--- src/rtl/register_nbits.sv ---
// N-bit register with asynchronous active-high clear and a load enable.
// The output comes straight from the flop bank.
module register_nbits #(
    parameter int N = 8
) (
    input  logic         clk,
    input  logic         rst,
    input  logic         load,
    input  logic [N-1:0] in,
    output logic [N-1:0] out
);

    logic [N-1:0] r_q;

    // Reset beats load; without load the flops keep their value.
    always_ff @(posedge clk or posedge rst) begin
        if (rst)
            r_q <= '0;
        else if (load)
            r_q <= in;
    end

    assign out = r_q;

endmodule

--- config.mk ---
export PLATFORM = sky130hd
export DESIGN_NAME = register_nbits
export DESIGN_NICKNAME = d
export VERILOG_FILES = /design/src/rtl/register_nbits.sv
export SDC_FILE = /design/constraint.sdc
export NUM_CORES = 1
export LEC_CHECK = 0
export BUFFER_PORTS_ARGS = -buffer_cell sky130_fd_sc_hd__buf_2
export CAP_MARGIN = 20
export CELL_PAD_IN_SITES_DETAIL_PLACEMENT = 0
export CELL_PAD_IN_SITES_GLOBAL_PLACEMENT = 2
export CORE_AREA = 2 2 40 42
export DETAILED_ROUTE_END_ITERATION = 8
export DIE_AREA = 0 0 42 44
export HOLD_SLACK_MARGIN = 0.12
export PLACE_DENSITY = 0.78
export SYNTH_ARGS = -nofsm -noshare
export SYNTH_HDL_FRONTEND = slang
export SYNTH_SLANG_ARGS = --single-unit
--- constraint.sdc ---
create_clock -name clk -period 0.85 [get_ports clk]
set_input_delay 0.0425 -clock clk [delete_from_list [all_inputs] [get_ports clk]]
set_output_delay 0.0425 -clock clk [all_outputs]
set_load 0.005 [all_outputs]
### Word level (Yosys, flattened, before mapping)

Index checks and enable logic that the tools add are counted.

| word-level totals | value |
|---|---|
| register bits | 8 |
| latch bits | 0 |
| bits in writable memories | 0 |
| memory bits (read-only) | 0 |
| bits of input ports | 11 |
| output and inout bits | 8 |
| word-level logic and storage cells | 1 |
| memories | 0 |

| operators by class | value |
|---|---|
| $add $sub $neg | 0 |
| $mul | 0 |
| divide/modulo/power cells | 0 |
| $lt $le $gt $ge | 0 |
| equality and inequality tests | 0 |
| shift operators | 0 |
| mux-type cells | 0 |
| bitwise logic cells | 0 |
| reduce and logical (&&, ||, !) cells | 0 |

### Longest topological paths before layout

| logic depth | value |
|---|---|
| word-level depth | 0 |
| gate-level depth with buffers | 2 |
| gate-level depth less buffers | 1 |

### Worst setup path before layout

OpenSTA, ideal clock, no wires.

| timing | value |
|---|---|
| kind | flip-flop to flip-flop |
| start | register, netlist name out[0] |
| end | register r_q[0] (netlist: out[0]) |
| setup time | 0.125 ns |
| arrival | 0.623 ns |
| data required time | 0.725 ns |
| path slack | 0.102 ns |
| cell stages (with the launch flop) | 2 |
| buffers on the path | 0 |
| clock period less this slack | 0.748 ns |
| path through | dfrtp_1 > mux2_4 |

RTL lines:

| what | RTL line | RTL |
|---|---|---|
| to (signal assigned) | 20 | `r_q <= in;` |
| to (decl) | 13 | `logic [N-1:0] r_q;` |

### Final worst setup path

| timing | value |
|---|---|
| start | input in[3] |
| end | register r_q[3] (netlist: out[3]) |

RTL lines:

| what | RTL line | RTL |
|---|---|---|
| from (decl) | 9 | `input logic [N-1:0] in,` |

No word-level cell between the ends.

==> results.py <==
metrics = {
    "outcome": {
        "run_status": "complete, no violations",
    },
    "die": {
        "io_pins": 19,
        "design.core.area_um2": 1420,
        "die_w_um": 42,
        "fp.dieArea_um2": 1850,
        "start_util_pct": 23.6,
        "die-height_um": 44,
        "num_rows": 14,
    },
    "placement": {
        "dpl_cell_area_um2": 434,
        "globalplace.congestion": 0.595,
        "dpl.cell_count": 51,
        "io_buffers": 18,
    },
    "global_route": {
        "grt_overflow": 0,
        "antenna_found_initial": 0,
        "grt_max_degree": 9,
        "grt_pass1_vias": 255,
        "wire_length_of_the_first_global_routing_pass_um": 1050,
        "global_route.usage.total_pct": 8.43,
    },
    "detailed_routing": {
        "post_drt_wl_per_cell_um": 10.5,
        "drt-initial-drc-count": 6,
        "via_per_inst": 3.86,
        "route.detailed.drc": 0,
        "vias_after_detailed_routing": 243,
        "detail_route.wirelength_um": 662,
        "drt_pre_antenna_iters": 2,
        "detail-route-antenna-nets": 0,
    },
    "cts": {
        "cts_tree": "built",
        "clock_sinks": 8,
        "clock_insertion_delay_worst_skew_ps": 240,
        "cts-htree-levels": 1,
        "clockRootBuffer": "sky130_fd_sc_hd__clkbuf_4",
        "cts_setup_buffers": 0,
        "number_of_buffers_on_the_longest_clock_path": 2,
        "cts_buffers": 3,
        "clk_pin_slew_ps": 50,
    },
    "worst_setup_path": {
        "critPathArrivalTime_ps": 940,
        "crit_path_start_kind": "primary input",
        "worst_r2r_path_depth": 1,
        "crit_required_ps": 980,
        "worst_path_max_delay_cell": "sky130_fd_sc_hd__dlygate4sd3_1",
        "worst_reg2reg_setup_slack_ps": 90,
        "r2r-start": "out[7]",
        "critical-path-max-stage-delay_ps": 540,
        "crit_fanout": 1,
        "timing.critical_path.buf_inv": 2,
        "critical_path_class": "in -> reg",
        "worst_path_dominant_cell_family": "buffers and inverters",
        "setup.worst_path.end_class": "flop",
        "worstReg2RegEnd": "out[7]",
        "worstPathCellList": "dlygate4sd3_1, buf_2, mux2_4",
    },
    "cells_and_area": {
        "final_cells": 63,
        "drive_above_1_share_pct": 61.7,
        "design.final.nets": 60,
        "number_of_diodes_added_for_antenna_fixing": 0,
        "final_area_um2": 547,
        "synthToLayoutAreaGrowth_pct": 63.1,
        "largest_register_ffs": 8,
    },
    "synth": {
        "netlist.top_cell.by_area": "sky130_fd_sc_hd__dfrtp_1",
        "distinct_cells_synth": 4,
        "netlist_instances": 18,
        "share_of_synthesized_cell_area_in_full_adder_half_adder_and_majority_cells_pct": 0,
        "muxShareOfSynthArea_pct": 35.8,
        "postSynthRegisterBits": 8,
        "synth_top_family_by_area": "multiplexers",
        "synth-compound-area-share_pct": 0,
        "synth_top_cells_by_area": "sky130_fd_sc_hd__dfrtp_1 (60%), sky130_fd_sc_hd__mux2_4 (36%), sky130_fd_sc_hd__buf_6 (3.4%), sky130_fd_sc_hd__inv_1 (1.1%)",
        "synth-main-ff-cell": "sky130_fd_sc_hd__dfrtp_1",
        "synth-xor-area-share_pct": 0,
        "synth-simple-area-share_pct": 0,
        "synth_top_area_share_pct": 59.7,
        "syn_nets": 29,
        "synth_top_cells_by_count": "sky130_fd_sc_hd__dfrtp_1 (8), sky130_fd_sc_hd__mux2_4 (8), sky130_fd_sc_hd__buf_6 (1), sky130_fd_sc_hd__inv_1 (1)",
        "syn-cell-area_um2": 335,
        "postSynth.asyncResetShare_pct": 100,
        "synth_edf_count": 0,
        "synth.yosys.warnings": 0,
        "post_synth.cell_area_avg_um2": 18.6,
        "sequential_area_share_after_synthesis_pct": 59.7,
    },
    "hold_path": {
        "min-delay-start": "load",
        "min_delay_worst_endpoint": "out[1]",
        "hold_path.class": "in -> reg",
        "hold_depth": 2,
    },
    "pwr": {
        "total_power_draw_w": 0.000892,
        "p_leak_nw": 0.287,
        "max-vdd-ir-drop_uv": 739,
        "power.density_nw_per_um2": 1630,
    },
    "sta": {
        "period_share_pct": 95.8,
        "min_period_ps": 815,
        "fin_clk_skew_ps": 0,
        "final_hold_viol_count": 0,
        "drv_slew": 0,
        "grt_setup_unrepaired": "false",
        "slew_headroom_pct": 79.2,
        "finalSetupTns_ps": 0,
        "holdWs_ps": 239,
        "achievable-frequency_mhz": 1230,
        "setup_violations_final": 0,
        "tightestPinTransition_ps": 312,
    },
    "flow_run": {
        "number_of_violations_of_the_max_capacitance_limit": 0,
    },
}
==> power breakdown <==
part,switching (W),internal [W]
Sequential,0.0000198,0.000420
Combinational,0.0000532,0.000124
Clock,0.000115,0.000161
Total,0.000188,0.000704
==> cell usage in the layout, fill, tap and decap left out <==
cell	instances
sky130_fd_sc_hd__dfrtp_1	8
sky130_fd_sc_hd__dlygate4sd3_1	9
sky130_fd_sc_hd__inv_1	1
sky130_fd_sc_hd__mux2_4	8
sky130_fd_sc_hd__buf_2	18
sky130_fd_sc_hd__clkbuf_4	3
==> metrics by stage <==
step                setup WS (ps)  util [%]
CTS                          43.4      38.5
global route                 16.0      38.5
global placement              107      30.6
finish                       35.3      38.5
detailed placement           95.1      30.6
floorplan                     102         -
==> metal layers <==
layer	vias to the layer above	part of all wire [%]	track usage, %	wire length, um
met1	112	43	9.25	286
li1	120	-	-	-
met4	0	2.1	7.74	14
met2	9	50	13.1	328
met3	2	4.8	2.50	32
met5	-	0	0	0
==> worst max-delay path by stage <==
stage	startpoint	to	slack (ps)	cells past startpoint
after floorplan	out[0]	out[0]	100	1
after global placement	out[3]	out[3]	110	1
after detailed placement	load	out[6]	100	2
after CTS	in[7]	out[7]	40	3
after global routing	out[0]	out[0]	20	1
final	in[3]	out[3]	40	3
==> kinds of logic after synthesis <==
logic type,after synthesis
mux,8
flops,8
buf+inv,2
==> what timing repair did <==
item | 4_1_cts | 5_1_grt
hold buffers | 9 | 0
endpoints found under the hold margin | 16 | 0
resized for setup | 0 | 0
==> area by class of cell <==
cell class                      count  area [um2]
Clock buffer                        3        22.5
Fill cell                         135         872
Inverter                            1        3.75
Multi-Input combinational cell      8         120
Sequential cell                     8         200
Tap cell                           16        20.0
Timing Repair Buffer               27         180
Power figures use the tool's default switching activity.
